[config.mk]
export PLATFORM = sky130hd
export DESIGN_NAME = multicycle_control_fsm
export DESIGN_NICKNAME = d
export VERILOG_FILES = /design/src/rtl/multicycle_control_fsm.sv
export SDC_FILE = /design/constraint.sdc
export NUM_CORES = 1
export LEC_CHECK = 0
export BUFFER_PORTS_ARGS = -buffer_cell sky130_fd_sc_hd__buf_2
export CORE_MARGIN = 3
export CORE_UTILIZATION = 40
export DETAILED_ROUTE_END_ITERATION = 10
export PLACE_DENSITY = 0.69
export SLEW_MARGIN = 5
export SYNTH_ARGS = -nofsm -noshare
export SYNTH_HDL_FRONTEND = slang
export SYNTH_SLANG_ARGS = --single-unit
[constraint.sdc]
create_clock -name clk -period 1.9 [get_ports clk]
set_clock_uncertainty 0.15 [all_clocks]
set_input_delay 0.19 -clock clk [delete_from_list [all_inputs] [get_ports clk]]
set_output_delay 0.19 -clock clk [all_outputs]
set_load 0.03 [all_outputs]
[src/rtl/multicycle_control_fsm.sv]
// Multicycle RV32I control FSM: sequences fetch/decode/execute/memory/writeback
// over a shared memory port and ALU, with memory-ready waits and retire/illegal pulses.
module multicycle_control_fsm #(
    parameter int OP_WIDTH      = 7,
    parameter int ALU_OP_WIDTH  = 2,
    parameter int IMM_SRC_WIDTH = 3,
    parameter int STATE_WIDTH   = 4
) (
    input  logic                     clk,
    input  logic                     rst,
    input  logic [OP_WIDTH-1:0]      op,
    input  logic                     MemReady,
    output logic                     PCUpdate,
    output logic                     IRWrite,
    output logic                     RegWrite,
    output logic                     MemWrite,
    output logic                     MemReq,
    output logic                     Branch,
    output logic                     AdrSrc,
    output logic [1:0]               ALUSrcA,
    output logic [1:0]               ALUSrcB,
    output logic [1:0]               ResultSrc,
    output logic [ALU_OP_WIDTH-1:0]  ALUOp,
    output logic [IMM_SRC_WIDTH-1:0] ImmSrc,
    output logic                     IllegalOp,
    output logic                     InstrRetired,
    output logic [STATE_WIDTH-1:0]   State
);

    localparam logic [OP_WIDTH-1:0] OP_LOAD   = OP_WIDTH'(7'b0000011);
    localparam logic [OP_WIDTH-1:0] OP_STORE  = OP_WIDTH'(7'b0100011);
    localparam logic [OP_WIDTH-1:0] OP_RTYPE  = OP_WIDTH'(7'b0110011);
    localparam logic [OP_WIDTH-1:0] OP_ITYPE  = OP_WIDTH'(7'b0010011);
    localparam logic [OP_WIDTH-1:0] OP_BRANCH = OP_WIDTH'(7'b1100011);
    localparam logic [OP_WIDTH-1:0] OP_JAL    = OP_WIDTH'(7'b1101111);
    localparam logic [OP_WIDTH-1:0] OP_LUI    = OP_WIDTH'(7'b0110111);

    typedef enum logic [3:0] {
        S_FETCH    = 4'd0,
        S_DECODE   = 4'd1,
        S_MEMADR   = 4'd2,
        S_MEMREAD  = 4'd3,
        S_MEMWB    = 4'd4,
        S_MEMWRITE = 4'd5,
        S_EXECR    = 4'd6,
        S_ALUWB    = 4'd7,
        S_EXECI    = 4'd8,
        S_JAL      = 4'd9,
        S_BRANCH   = 4'd10,
        S_LUI      = 4'd11
    } state_t;

    state_t     state_q, state_d;
    logic [1:0] alu_op;
    logic [2:0] imm_src;

    always_ff @(posedge clk) begin
        if (rst) state_q <= S_FETCH;
        else     state_q <= state_d;
    end

    always_comb begin
        state_d      = state_q;
        PCUpdate     = 1'b0;
        IRWrite      = 1'b0;
        RegWrite     = 1'b0;
        MemWrite     = 1'b0;
        MemReq       = 1'b0;
        Branch       = 1'b0;
        AdrSrc       = 1'b0;
        IllegalOp    = 1'b0;
        InstrRetired = 1'b0;
        ALUSrcA      = 2'b00;
        ALUSrcB      = 2'b00;
        ResultSrc    = 2'b00;
        alu_op       = 2'b00;
        case (state_q)
            S_FETCH: begin
                MemReq    = 1'b1;
                ALUSrcB   = 2'b10;
                ResultSrc = 2'b10;
                IRWrite   = MemReady;
                PCUpdate  = MemReady;
                if (MemReady) state_d = S_DECODE;
            end
            S_DECODE: begin
                ALUSrcA = 2'b01;
                ALUSrcB = 2'b01;
                case (op)
                    OP_LOAD, OP_STORE: state_d = S_MEMADR;
                    OP_RTYPE:          state_d = S_EXECR;
                    OP_ITYPE:          state_d = S_EXECI;
                    OP_BRANCH:         state_d = S_BRANCH;
                    OP_JAL:            state_d = S_JAL;
                    OP_LUI:            state_d = S_LUI;
                    default: begin
                        IllegalOp = 1'b1;
                        state_d   = S_FETCH;
                    end
                endcase
            end
            S_MEMADR: begin
                ALUSrcA = 2'b10;
                ALUSrcB = 2'b01;
                state_d = (op == OP_LOAD) ? S_MEMREAD : S_MEMWRITE;
            end
            S_MEMREAD: begin
                MemReq = 1'b1;
                AdrSrc = 1'b1;
                if (MemReady) state_d = S_MEMWB;
            end
            S_MEMWB: begin
                ResultSrc    = 2'b01;
                RegWrite     = 1'b1;
                InstrRetired = 1'b1;
                state_d      = S_FETCH;
            end
            S_MEMWRITE: begin
                MemReq       = 1'b1;
                AdrSrc       = 1'b1;
                MemWrite     = MemReady;
                InstrRetired = MemReady;
                if (MemReady) state_d = S_FETCH;
            end
            S_EXECR: begin
                ALUSrcA = 2'b10;
                alu_op  = 2'b10;
                state_d = S_ALUWB;
            end
            S_EXECI: begin
                ALUSrcA = 2'b10;
                ALUSrcB = 2'b01;
                alu_op  = 2'b10;
                state_d = S_ALUWB;
            end
            S_ALUWB: begin
                RegWrite     = 1'b1;
                InstrRetired = 1'b1;
                state_d      = S_FETCH;
            end
            S_JAL: begin
                ALUSrcA  = 2'b01;
                ALUSrcB  = 2'b10;
                PCUpdate = 1'b1;
                state_d  = S_ALUWB;
            end
            S_LUI: begin
                ALUSrcA = 2'b11;
                ALUSrcB = 2'b01;
                state_d = S_ALUWB;
            end
            S_BRANCH: begin
                ALUSrcA      = 2'b10;
                alu_op       = 2'b01;
                Branch       = 1'b1;
                InstrRetired = 1'b1;
                state_d      = S_FETCH;
            end
            default: state_d = S_FETCH;
        endcase
        // Reset aborts whatever is in flight: no write or retire may escape.
        if (rst) begin
            state_d      = S_FETCH;
            PCUpdate     = 1'b0;
            IRWrite      = 1'b0;
            RegWrite     = 1'b0;
            MemWrite     = 1'b0;
            MemReq       = 1'b0;
            Branch       = 1'b0;
            AdrSrc       = 1'b0;
            IllegalOp    = 1'b0;
            InstrRetired = 1'b0;
            ALUSrcA      = 2'b00;
            ALUSrcB      = 2'b10;
            ResultSrc    = 2'b10;
            alu_op       = 2'b00;
        end
    end

    always_comb begin
        imm_src = 3'b000;
        case (op)
            OP_STORE:  imm_src = 3'b001;
            OP_BRANCH: imm_src = 3'b010;
            OP_JAL:    imm_src = 3'b011;
            OP_LUI:    imm_src = 3'b100;
            default:   imm_src = 3'b000;
        endcase
    end

    assign ALUOp  = ALU_OP_WIDTH'(alu_op);
    assign ImmSrc = IMM_SRC_WIDTH'(imm_src);
    assign State  = rst ? '0 : STATE_WIDTH'(state_q);

endmodule
==> metrics.txt <==
outcome=complete, but fails checks; failing checks=negative setup slack; full die area=0.00260 mm²; Largest register FFs=4; Logic pwr share=0.455; CTS tree=done; Final Hold Violating Endpoints=0; Final ANT Viol Nets=0; Fmax=slightly above 0.5 GHz; hold_buf cts=0; DR WL/cell=13.1 µm; Via-to-Cell Ratio=5.50; first-pass GRT wire length=about 3900 µm; Vias=957; clock share of power=0.297; PD cells=between 300 and 400 mW/mm²; launch point of the worst reg-to-reg path=state_q[2]; # rows=15; Yosys reg bits=4; count of flip-flops with a built-in enable after synthesis=0; endpoints failing setup=1; vias in the first global route=873; fin crit period=around 2.0 ns; crit end category=output port; Worst-Skew Late Latency=0.24 ns; largest net degree at the start of global routing=26; Final nets=161; largest cells by area after synthesis=dfxtp_1 9.9%, a21oi_1 6.2%, nor2b_1 6.2%, nor3_1 5.0%, nand2b_1 4.6%; total track usage=0.188; Final Core Density=0.590; Placement Setup Slack=0.119 ns; setup ws final=-0.0646 ns; clock buffer count from CTS=3; mean post-synth cell area=roughly 7 µm²; Slew Limit Fails=0; post-synthesis adder-cell area fraction=0; R2R Path End=state_q[2]; largest registers=state_q (4); Synth Area in XOR/XNOR=0.0433; Synth top area share=0.0991; hold endpoint=state_q[2]; Syn Inst Count=117; Seq pwr share=0.247; max_cap viols=0; Synth Area in Simple Gates=0.447; initial DRC count=20; drt total wl=2270 µm; Final Cycle Share=1.03; area post-placement=0.00102 mm²; fin area=around 0.0011 mm²; Biggest register=state_q; die width=51.0 µm; peak ir drop on the vdd network=slightly above 200 µV; reg2reg path depth=5; share of cells above drive strength 1=0.436; Netlist cell types=46; Root Buffer=clkbuf_4; P_int=roughly 0.00022 W; Hold Crit Class=in -> reg; Worst Min Path Start=MemReady; RSZ-0062 raised after global routing=yes; drt drc=0; initial antenna violation count=0; Fillers=181; mux share of post-synthesis cell area=0.0124; Cells on Worst Hold Path=3; CP Data Required Time=1.56 ns; prevailing post-synth register cell=dfxtp_1; Initial Utilization=0.444; clock sink count=4; Seq/Total Area, Yosys=0.0991; Bufs on Longest Clock Path=2; Crit Path Category=reg -> out; gpl congestion=0.835; actual transition at the worst max-transition pin=around 0.42 ns; switching pwr=0.000136 W; Async SR Flop Fraction=0; cell taking the most area after synthesis=dfxtp_1; Port Buf Inserts=33; Sw Share=0.383; LEAKAGE=0.479 nW; Worst Path Arrival=1.62 ns; largest family of logic cells by synthesized area=simple AND/OR/NAND/NOR gates; I/O pin count=34; first-pass iteration count of the detailed router=4; R2R Setup Slk=between 0.2 and 0.25 ns; area delta synth->final=33.0%; Post-Syn Nets=127; complex-gate fraction of the synthesized area=0.289; worst-path maximum fanout=6; core area=between 0.0015 and 0.002 mm²; Antenna diodes=0; H-tree lvl count=1; Synth warnings=0; grt ovf=0; clk slew on worst S/H paths=0.03 ns; dpl hpwl=approximately 1700 µm; Worst setup SP type=flip-flop; slew margin rel.=0.719; total power=0.000355 W; Die Y=51.0 µm; Synth Cell Area=808 µm²
kinds of logic after synthesis:
| kind of cell | count (synthesis) |
|---|---|
| and+or+nand+nor | 59 |
| AOI/OAI and AO/OA | 33 |
| buffers and inverters | 16 |
| xor gates and xnor gates | 4 |
| DFF | 4 |
| muxes | 1 |
through the flow:
step | hold WS [ns] | cells | setup TNS (ns)
global route | 0.194 | 174 | -0.461
finish | 0.161 | 174 | -0.0646
CTS | 0.147 | 174 | -0.0892
detailed placement | 0.398 | 171 | 0
global placement | 0.396 | 171 | 0
floorplan | 0.218 | 117 | -0.210
cell usage in the layout, fill, tap and decap left out, drive strengths merged, types with 5 or more instances in the layout:
cell type / n
nand2b: 6
buf: 40
nor2b: 8
a21oi: 11
inv: 5
nand2: 6
nor2: 8
nor3: 8
cell usage after synthesis, types with 2 or more instances:
cell      number
o21bai_1       2
o21ai_0        3
or3b_1         3
nor3_1         8
nor4_1         2
xnor2_1        3
nand2_1        6
nand3_1        2
nand4_1        2
a21o_1         3
nand2b_1       6
or2_2          2
nor2b_1        8
dfxtp_1        4
buf_6          2
nor3b_1        4
a211oi_1       3
inv_1          5
a21oi_1       10
nor2_1         7
buf_2          7
how the worst max path moves through the flow:
stage	from	endpoint	slack [ns]	depth (start not counted)
2_1_floorplan	state_q[1]	IRWrite	-0.12	3
3_3_place_gp	state_q[2]	IllegalOp	0.18	4
3_5_place_dp	state_q[2]	IllegalOp	0.12	4
4_1_cts	state_q[2]	IllegalOp	-0.09	4
5_1_grt	state_q[2]	IllegalOp	-0.12	4
6_report	state_q[2]	IllegalOp	-0.06	4
final cells by class:
cell class,instances,area [µm²],share of cell area
multi-input cells,97,688,0.640
flip-flops and latches,4,82.6,0.0768
inverters,5,18.8,0.0175
well taps,25,31.3,0.0291
clock buffers,3,22.5,0.0210
repair buffers,40,231,0.215
power groups by stage:
| stage | logic [W] | registers, W | clock network, W |
|---|---|---|---|
| floorplan | 0.000114 | 0.0000892 | 0 |
| global placement | 0.000154 | 0.0000891 | 0 |
| detailed placement | 0.000157 | 0.0000891 | 0 |
| CTS | 0.000159 | 0.0000878 | 0.000111 |
| global route | 0.000178 | 0.0000880 | 0.000116 |
| finish | 0.000162 | 0.0000878 | 0.000106 |
what timing repair did:
action | 4_1_cts | 5_1_grt
gates resized for setup | 6 | 5
setup endpoints to repair | 4 | 9
hold endpoints to repair | 0 | 0
setup buffers | 0 | 0
worst max-delay path: stages, from the launching register on:
cell and delay (ns):
dfxtp_2 0.33, or3b_4 0.37, or3_4 0.34, a211oi_2 0.16
buf_4 0.19
routing by layer:
metal	wire length, µm	part of all wire	up-vias	global-route usage
met5	0	0	-	0
met4	0	0	0	0.0135
met3	157	0.069	0	0.0321
met2	1040	0.46	36	0.322
met1	1070	0.47	429	0.255
li1	-	-	492	-
No activity file was read; power rests on OpenSTA's default activity.
